<file path="config.mk">
export PLATFORM = sky130hd
export DESIGN_NAME = branch_unit_flat
export DESIGN_NICKNAME = d
export VERILOG_FILES = /design/src/rtl/branch_unit_pkg.sv /design/src/rtl/branch_unit_if.sv /design/src/rtl/branch_unit_cond_eval.sv /design/src/rtl/branch_unit.sv /design/src/flat_wrapper.sv
export SDC_FILE = /design/constraint.sdc
export NUM_CORES = 1
export LEC_CHECK = 0
export CAP_MARGIN = 0
export CORE_AREA = 2 2 64 66
export CTS_CLUSTER_DIAMETER = 200
export DETAILED_ROUTE_END_ITERATION = 7
export DIE_AREA = 0 0 66 68
export DONT_BUFFER_PORTS = 1
export HOLD_SLACK_MARGIN = 0.08
export SYNTH_ARGS = -nofsm -noshare
export SYNTH_HDL_FRONTEND = slang
export SYNTH_SLANG_ARGS = --single-unit
</file>
<file path="constraint.sdc">
create_clock -name clk -period 1.5 [get_ports clk]
set_input_delay 0.375 -clock clk [delete_from_list [all_inputs] [get_ports clk]]
set_output_delay 0.375 -clock clk [all_outputs]
set_load 0.02 [all_outputs]
</file>
<file path="src/rtl/branch_unit_pkg.sv">
// Shared definitions for the branch unit.
//   - state_e      : FSM states (run / one-cycle flush / halt)
//   - Cond*        : cond_code encodings; 6 and 7 both decode as never-true
//   - PcWidth      : program counter width
//   - CntWidth/Max : taken-jump counter width and saturation value
package branch_unit_pkg;

  localparam int unsigned PcWidth  = 8;
  localparam int unsigned CntWidth = 8;
  localparam logic [CntWidth-1:0] CntMax = '1;

  localparam logic [2:0] CondEq    = 3'd0;
  localparam logic [2:0] CondNe    = 3'd1;
  localparam logic [2:0] CondLt    = 3'd2;
  localparam logic [2:0] CondLe    = 3'd3;
  localparam logic [2:0] CondGt    = 3'd4;
  localparam logic [2:0] CondGe    = 3'd5;
  localparam logic [2:0] CondNever = 3'd6;

  typedef enum logic [1:0] {
    StRun   = 2'd0,
    StFlush = 2'd1,
    StHalt  = 2'd2
  } state_e;

endpackage

</file>
<file path="src/rtl/branch_unit_if.sv">
// Instruction/status bundle between an issuing stage and the branch unit.
//   master : drives the instruction fields, stall and resume; observes status
//   slave  : the branch unit; returns ready, pc, taken, flush, halted, taken_cnt
interface branch_unit_if;
  import branch_unit_pkg::*;

  logic                instr_valid;
  logic                is_cond;
  logic                is_halt;
  logic [2:0]          cond_code;
  logic [7:0]          arg1;
  logic [7:0]          arg2;
  logic [PcWidth-1:0]  target;
  logic                stall;
  logic                resume;

  logic                ready;
  logic [PcWidth-1:0]  pc;
  logic                taken;
  logic                flush;
  logic                halted;
  logic [CntWidth-1:0] taken_cnt;

  modport master (
    output instr_valid, is_cond, is_halt, cond_code, arg1, arg2, target, stall, resume,
    input  ready, pc, taken, flush, halted, taken_cnt
  );

  modport slave (
    input  instr_valid, is_cond, is_halt, cond_code, arg1, arg2, target, stall, resume,
    output ready, pc, taken, flush, halted, taken_cnt
  );

endinterface

</file>
<file path="src/rtl/branch_unit_cond_eval.sv">
// Combinational condition evaluator for conditional jumps.
//   i_cond_code : condition select (EQ, NE, LT, LE, GT, GE, never)
//   i_arg1/2    : unsigned operands
//   o_true      : selected condition holds for i_arg1 vs i_arg2
module cond_eval
  import branch_unit_pkg::*;
#(
  parameter int unsigned UUID = 0
) (
  input  logic [2:0] i_cond_code,
  input  logic [7:0] i_arg1,
  input  logic [7:0] i_arg2,
  output logic       o_true
);

  logic w_eq;
  logic w_lt;

  assign w_eq = (i_arg1 == i_arg2);
  assign w_lt = (i_arg1 < i_arg2);

  always_comb begin
    o_true = 1'b0;
    case (i_cond_code)
      CondEq:  o_true = w_eq;
      CondNe:  o_true = !w_eq;
      CondLt:  o_true = w_lt;
      CondLe:  o_true = w_lt | w_eq;
      CondGt:  o_true = !(w_lt | w_eq);
      CondGe:  o_true = !w_lt;
      default: o_true = 1'b0;
    endcase
  end

endmodule

</file>
<file path="src/rtl/branch_unit.sv">
// Branch unit: program counter, conditional-jump resolution and halt control.
//   clk    : clock, all state on rising edge
//   rst_n  : asynchronous active-low reset
//   bus    : branch_unit_if slave modport
//            in : instr_valid, is_cond, is_halt, cond_code, arg1, arg2, target, stall, resume
//            out: ready, pc, taken, flush, halted, taken_cnt
// A taken jump loads target and spends one FLUSH cycle; a halt advances pc and
// parks in HALT until resume.
module branch_unit
  import branch_unit_pkg::*;
#(
  parameter int unsigned UUID = 0,
  parameter string       NAME = ""
) (
  input logic          clk,
  input logic          rst_n,
  branch_unit_if.slave bus
);

  state_e              r_state;
  state_e              w_state_d;
  logic [PcWidth-1:0]  r_pc;
  logic [PcWidth-1:0]  w_pc_d;
  logic                r_taken;
  logic                w_taken_d;
  logic [CntWidth-1:0] r_taken_cnt;
  logic [CntWidth-1:0] w_taken_cnt_d;

  logic w_ready;
  logic w_accept;
  logic w_cond_true;

  cond_eval #(
    .UUID (UUID ^ 32'h0000_0001)
  ) u_cond_eval (
    .i_cond_code (bus.cond_code),
    .i_arg1      (bus.arg1),
    .i_arg2      (bus.arg2),
    .o_true      (w_cond_true)
  );

  assign w_ready  = (r_state == StRun) && !bus.stall;
  assign w_accept = w_ready && bus.instr_valid;

  always_comb begin
    w_state_d     = r_state;
    w_pc_d        = r_pc;
    w_taken_d     = 1'b0;
    w_taken_cnt_d = r_taken_cnt;
    unique case (r_state)
      StRun: begin
        if (w_accept) begin
          // is_cond wins over is_halt; a false condition falls through as a plain op.
          if (bus.is_cond && w_cond_true) begin
            w_pc_d    = bus.target;
            w_taken_d = 1'b1;
            w_state_d = StFlush;
            if (r_taken_cnt != CntMax) begin
              w_taken_cnt_d = r_taken_cnt + 1'b1;
            end
          end else begin
            w_pc_d = r_pc + 1'b1;
            if (bus.is_halt && !bus.is_cond) begin
              w_state_d = StHalt;
            end
          end
        end
      end
      StFlush: w_state_d = StRun;
      StHalt: begin
        if (bus.resume) begin
          w_state_d = StRun;
        end
      end
      default: w_state_d = StRun;
    endcase
  end

  always_ff @(posedge clk or negedge rst_n) begin
    if (!rst_n) begin
      r_state     <= StRun;
      r_pc        <= '0;
      r_taken     <= 1'b0;
      r_taken_cnt <= '0;
    end else begin
      r_state     <= w_state_d;
      r_pc        <= w_pc_d;
      r_taken     <= w_taken_d;
      r_taken_cnt <= w_taken_cnt_d;
    end
  end

  assign bus.ready     = w_ready;
  assign bus.pc        = r_pc;
  assign bus.taken     = r_taken;
  assign bus.flush     = (r_state == StFlush);
  assign bus.halted    = (r_state == StHalt);
  assign bus.taken_cnt = r_taken_cnt;

endmodule

</file>
<file path="src/flat_wrapper.sv">
// flat-port wrapper written by rule: the top's interface ports become plain ports
module branch_unit_flat import branch_unit_pkg::*;
#(
  parameter int unsigned UUID = 0,
  parameter string       NAME = ""
)
  (clk, rst_n, bus_instr_valid, bus_is_cond, bus_is_halt, bus_cond_code, bus_arg1, bus_arg2, bus_target, bus_stall, bus_resume, bus_ready, bus_pc, bus_taken, bus_flush, bus_halted, bus_taken_cnt);
  branch_unit_if bus_i ();
  input logic clk;
  input logic rst_n;
  input wire logic [$bits(bus_i.instr_valid)-1:0] bus_instr_valid;
  input wire logic [$bits(bus_i.is_cond)-1:0] bus_is_cond;
  input wire logic [$bits(bus_i.is_halt)-1:0] bus_is_halt;
  input wire logic [$bits(bus_i.cond_code)-1:0] bus_cond_code;
  input wire logic [$bits(bus_i.arg1)-1:0] bus_arg1;
  input wire logic [$bits(bus_i.arg2)-1:0] bus_arg2;
  input wire logic [$bits(bus_i.target)-1:0] bus_target;
  input wire logic [$bits(bus_i.stall)-1:0] bus_stall;
  input wire logic [$bits(bus_i.resume)-1:0] bus_resume;
  output wire logic [$bits(bus_i.ready)-1:0] bus_ready;
  output wire logic [$bits(bus_i.pc)-1:0] bus_pc;
  output wire logic [$bits(bus_i.taken)-1:0] bus_taken;
  output wire logic [$bits(bus_i.flush)-1:0] bus_flush;
  output wire logic [$bits(bus_i.halted)-1:0] bus_halted;
  output wire logic [$bits(bus_i.taken_cnt)-1:0] bus_taken_cnt;
  assign bus_i.instr_valid = bus_instr_valid;
  assign bus_i.is_cond = bus_is_cond;
  assign bus_i.is_halt = bus_is_halt;
  assign bus_i.cond_code = bus_cond_code;
  assign bus_i.arg1 = bus_arg1;
  assign bus_i.arg2 = bus_arg2;
  assign bus_i.target = bus_target;
  assign bus_i.stall = bus_stall;
  assign bus_i.resume = bus_resume;
  assign bus_ready = bus_i.ready;
  assign bus_pc = bus_i.pc;
  assign bus_taken = bus_i.taken;
  assign bus_flush = bus_i.flush;
  assign bus_halted = bus_i.halted;
  assign bus_taken_cnt = bus_i.taken_cnt;
  branch_unit #(.UUID(UUID), .NAME(NAME)) u_core (.clk(clk), .rst_n(rst_n), .bus(bus_i));
endmodule
</file>
==> results_dict.tcl <==
set metrics [dict create \
    synthesis.nets 182 \
    leakagePower_nw 0.925 \
    clockBufferDepth 2 \
    die_x_um 66 \
    stdcell_count 223 \
    via_per_inst 5.16 \
    antenna_cells 0 \
    worst_slack_ps -432 \
    route.detailed.wl_per_inst_um 14.9 \
    cts.sinks 19 \
    clkLatencyLatePin_ps 250 \
    antenna_found_initial 0 \
    wl_met1_um 1320 \
    grt_first_pass_wirelength_um 5330 \
    highest_layer "met4" \
    clock.fmax_mhz 518 \
    num_vias 1150 \
    cts-buffers-inserted 3 \
    critPathKind "in -> reg" \
    min_period_ps 1930 \
    worstMarginPinSlew_ps 896 \
    portBuffers 0 \
    yosys.area.top_type "dfrtp_1" \
    synth_top_area_share_pct 37.0 \
    drcViolationCount 0 \
    routed_wl_um 3330 \
    postSynth.asyncResetShare_pct 100 \
    slew_viol_final 0 \
    area_growth_pct 55.0 \
    hpwl_um 2530 \
    final_area_mm2 0.00199 \
    yosys-top-cells-area "dfrtp_1, ha_1, mux2i_1" \
    grt_pass1_vias 1203 \
    met2_length_um 1740 \
    placed_area_mm2 0.00171 \
    post-route-util_pct 51.7 \
    fin_crit_sh_pct 129 \
    ant_nets 0 \
    core_mm2 0.00386 \
    setup-tns-final_ps -6210 \
    powerDensity_mw_per_mm2 1110 \
    synth_area_per_cell_um2 9.32 \
    irDropWorstVdd_mv 0.745 \
    htree_levels 1 \
    netlist_area_mm2 0.00129 \
    finalPower_mw 2.22 \
    clock_skew_ps 4.17 \
    status "finished, violations left" \
    crit_fanout 6 \
    cts_tree "yes" \
    rsz0062_at_grt "true" \
    synth_edf_count 0 \
    synth.distinct_cells 33 \
    maxCapViolCount 0 \
    cts_root_buf "clkbuf_8" \
    gr-total-overflow 0 \
    layout_commonest_cell "buf_4" \
    grt_usage_pct 15.2 \
    drtIter0Drc 30 \
    setup_violations 19 \
    rows 23 \
    required_ps 1640 \
    cts.clk_slew.worst_paths_ps 70 \
    start_util_pct 33.4 \
    grt_start_max_net_pins 20 \
    dieArea_mm2 0.00449 \
    finalHoldViolCount 0 \
    final_cell_mix "buf_4, dfrtp_1, nand2_1" \
    yosys_most_used_dff "dfrtp_1" \
    die_y_um 68 \
    fin_nets 218 \
    worst_setup_path_end_kind "register" \
    dr.pass1.iters 4 \
    arrival_ps 2070 \
    ys_seq_area_share_pct 37.0 \
    violations "negative setup slack" \
    ios 54 \
    hold_class "in -> reg" \
    ys_warn_count 0 \
    gp_congestion 0.828 \
    drive_gt1_share_pct 46.2 \
    cp-start-kind "input pin" \
    dp.cells 213 \
    slew_headroom_pct 40.1 \
    met3WireLength_um 261 \
    synth_seq_cells 19 \
    syn_inst 138 \
]
metal layers:
metal	track usage, %	up-vias
met2	26.8	38
met4	3.06	0
met3	4.77	2
met1	18.4	554
li1	-	556
met5	0	-
area by class of cell:
type	count	area, um2
Multi-Input combinational cell	104	1050
Inverter	11	78.8
Fill cell	359	1860
Sequential cell	19	475
Timing Repair Buffer	35	284
Clock buffer	4	45.0
Tap cell	50	62.6
stage by stage:
step           setup slack, ps  hold slack (ps)
2_1_floorplan             -519             79.4
3_3_place_gp              -658             79.8
3_5_place_dp              -722             79.8
4_1_cts                   -418              264
5_1_grt                   -513              280
6_report                  -432              270
cell usage after synthesis (2+ instances only):
library cell   n
xor2_1         5
a21oi_1        9
nor2b_1        3
nor3_1         3
dfrtp_1       19
ha_1          10
nor2_1         8
inv_1         11
nand4_1        2
and3_1         5
nand2b_1       3
clkbuf_1       2
a211oi_1       2
nand2_1       13
nand3_1       10
a2bb2oi_1      6
mux2_2         3
mux2i_1        8
a21o_1         2
kinds of logic (layout without fill, tap and decap cells):
group	count (synthesis)	after routing	synth area share, %
AO/OA/AOI/OAI	24	24	13.2
AND/OR/NAND/NOR	53	53	22.1
buffers and inverters	15	50	5.06
XOR/XNOR	6	6	4.09
flip-flops	19	19	37.0
multiplexers	11	11	8.85
adder cells (fa/ha/maj)	10	10	9.73
critical path, cell delays in order:
cell and delay [ps]:
inv_12 10, ha_4 270, nand2_4 60, o21bai_4 170, a211oi_4 240, o211a_1 240
o21ai_4 110, buf_4 160, nor2_4 90, mux2_2 340
final timing paths:
| check | start | end | slack [ps] | depth (start not counted) |
|---|---|---|---|---|
| setup / recovery | bus_arg2[3] | u_core.bus.taken_cnt[1]$_DFFE_PN0P_ | -430 | 10 |
| max in group asynchronous | rst_n | u_core.bus.pc[2]$_DFFE_PN0P_ | 260 | 1 |
| hold reg to reg | u_core.r_state[0]$_DFFE_PN0P_ | u_core.r_state[1]$_DFFE_PN0P_ | 610 | 2 |
| setup reg to reg | u_core.bus.taken_cnt[0]$_DFFE_PN0P_ | u_core.bus.taken_cnt[5]$_DFFE_PN0P_ | -210 | 7 |
| hold / removal | bus_target[0] | u_core.bus.pc[0]$_DFFE_PN0P_ | 270 | 2 |
| min in group asynchronous | rst_n | u_core.r_state[0]$_DFFE_PN0P_ | 690 | 1 |
power by group:
group	internal, mW	total, mW	leakage [nW]	switching, mW
combinational	0.491	1.00	0.663	0.511
sequential	0.657	0.860	0.239	0.203
clock	0.189	0.357	0.0228	0.169
total	1.34	2.22	0.925	0.882
state kept, by name, indices dropped and copies added, names as in the netlist:
register / cells
u_core.bus.taken_cnt: 8
u_core.r_state: 2
u_core.bus.taken: 1
u_core.bus.pc: 8
what timing repair did:
item | CTS | global route
hold buffers | 1 | 0
gates cloned | 0 | 0
setup endpoints to repair | 21 | 19
pin swaps | 13 | 16
hold endpoints to repair | 19 | 0
buffers inserted | 1 | 4
gates resized for setup | 22 | 20
Note: power is estimated with default switching activity, not from simulation.
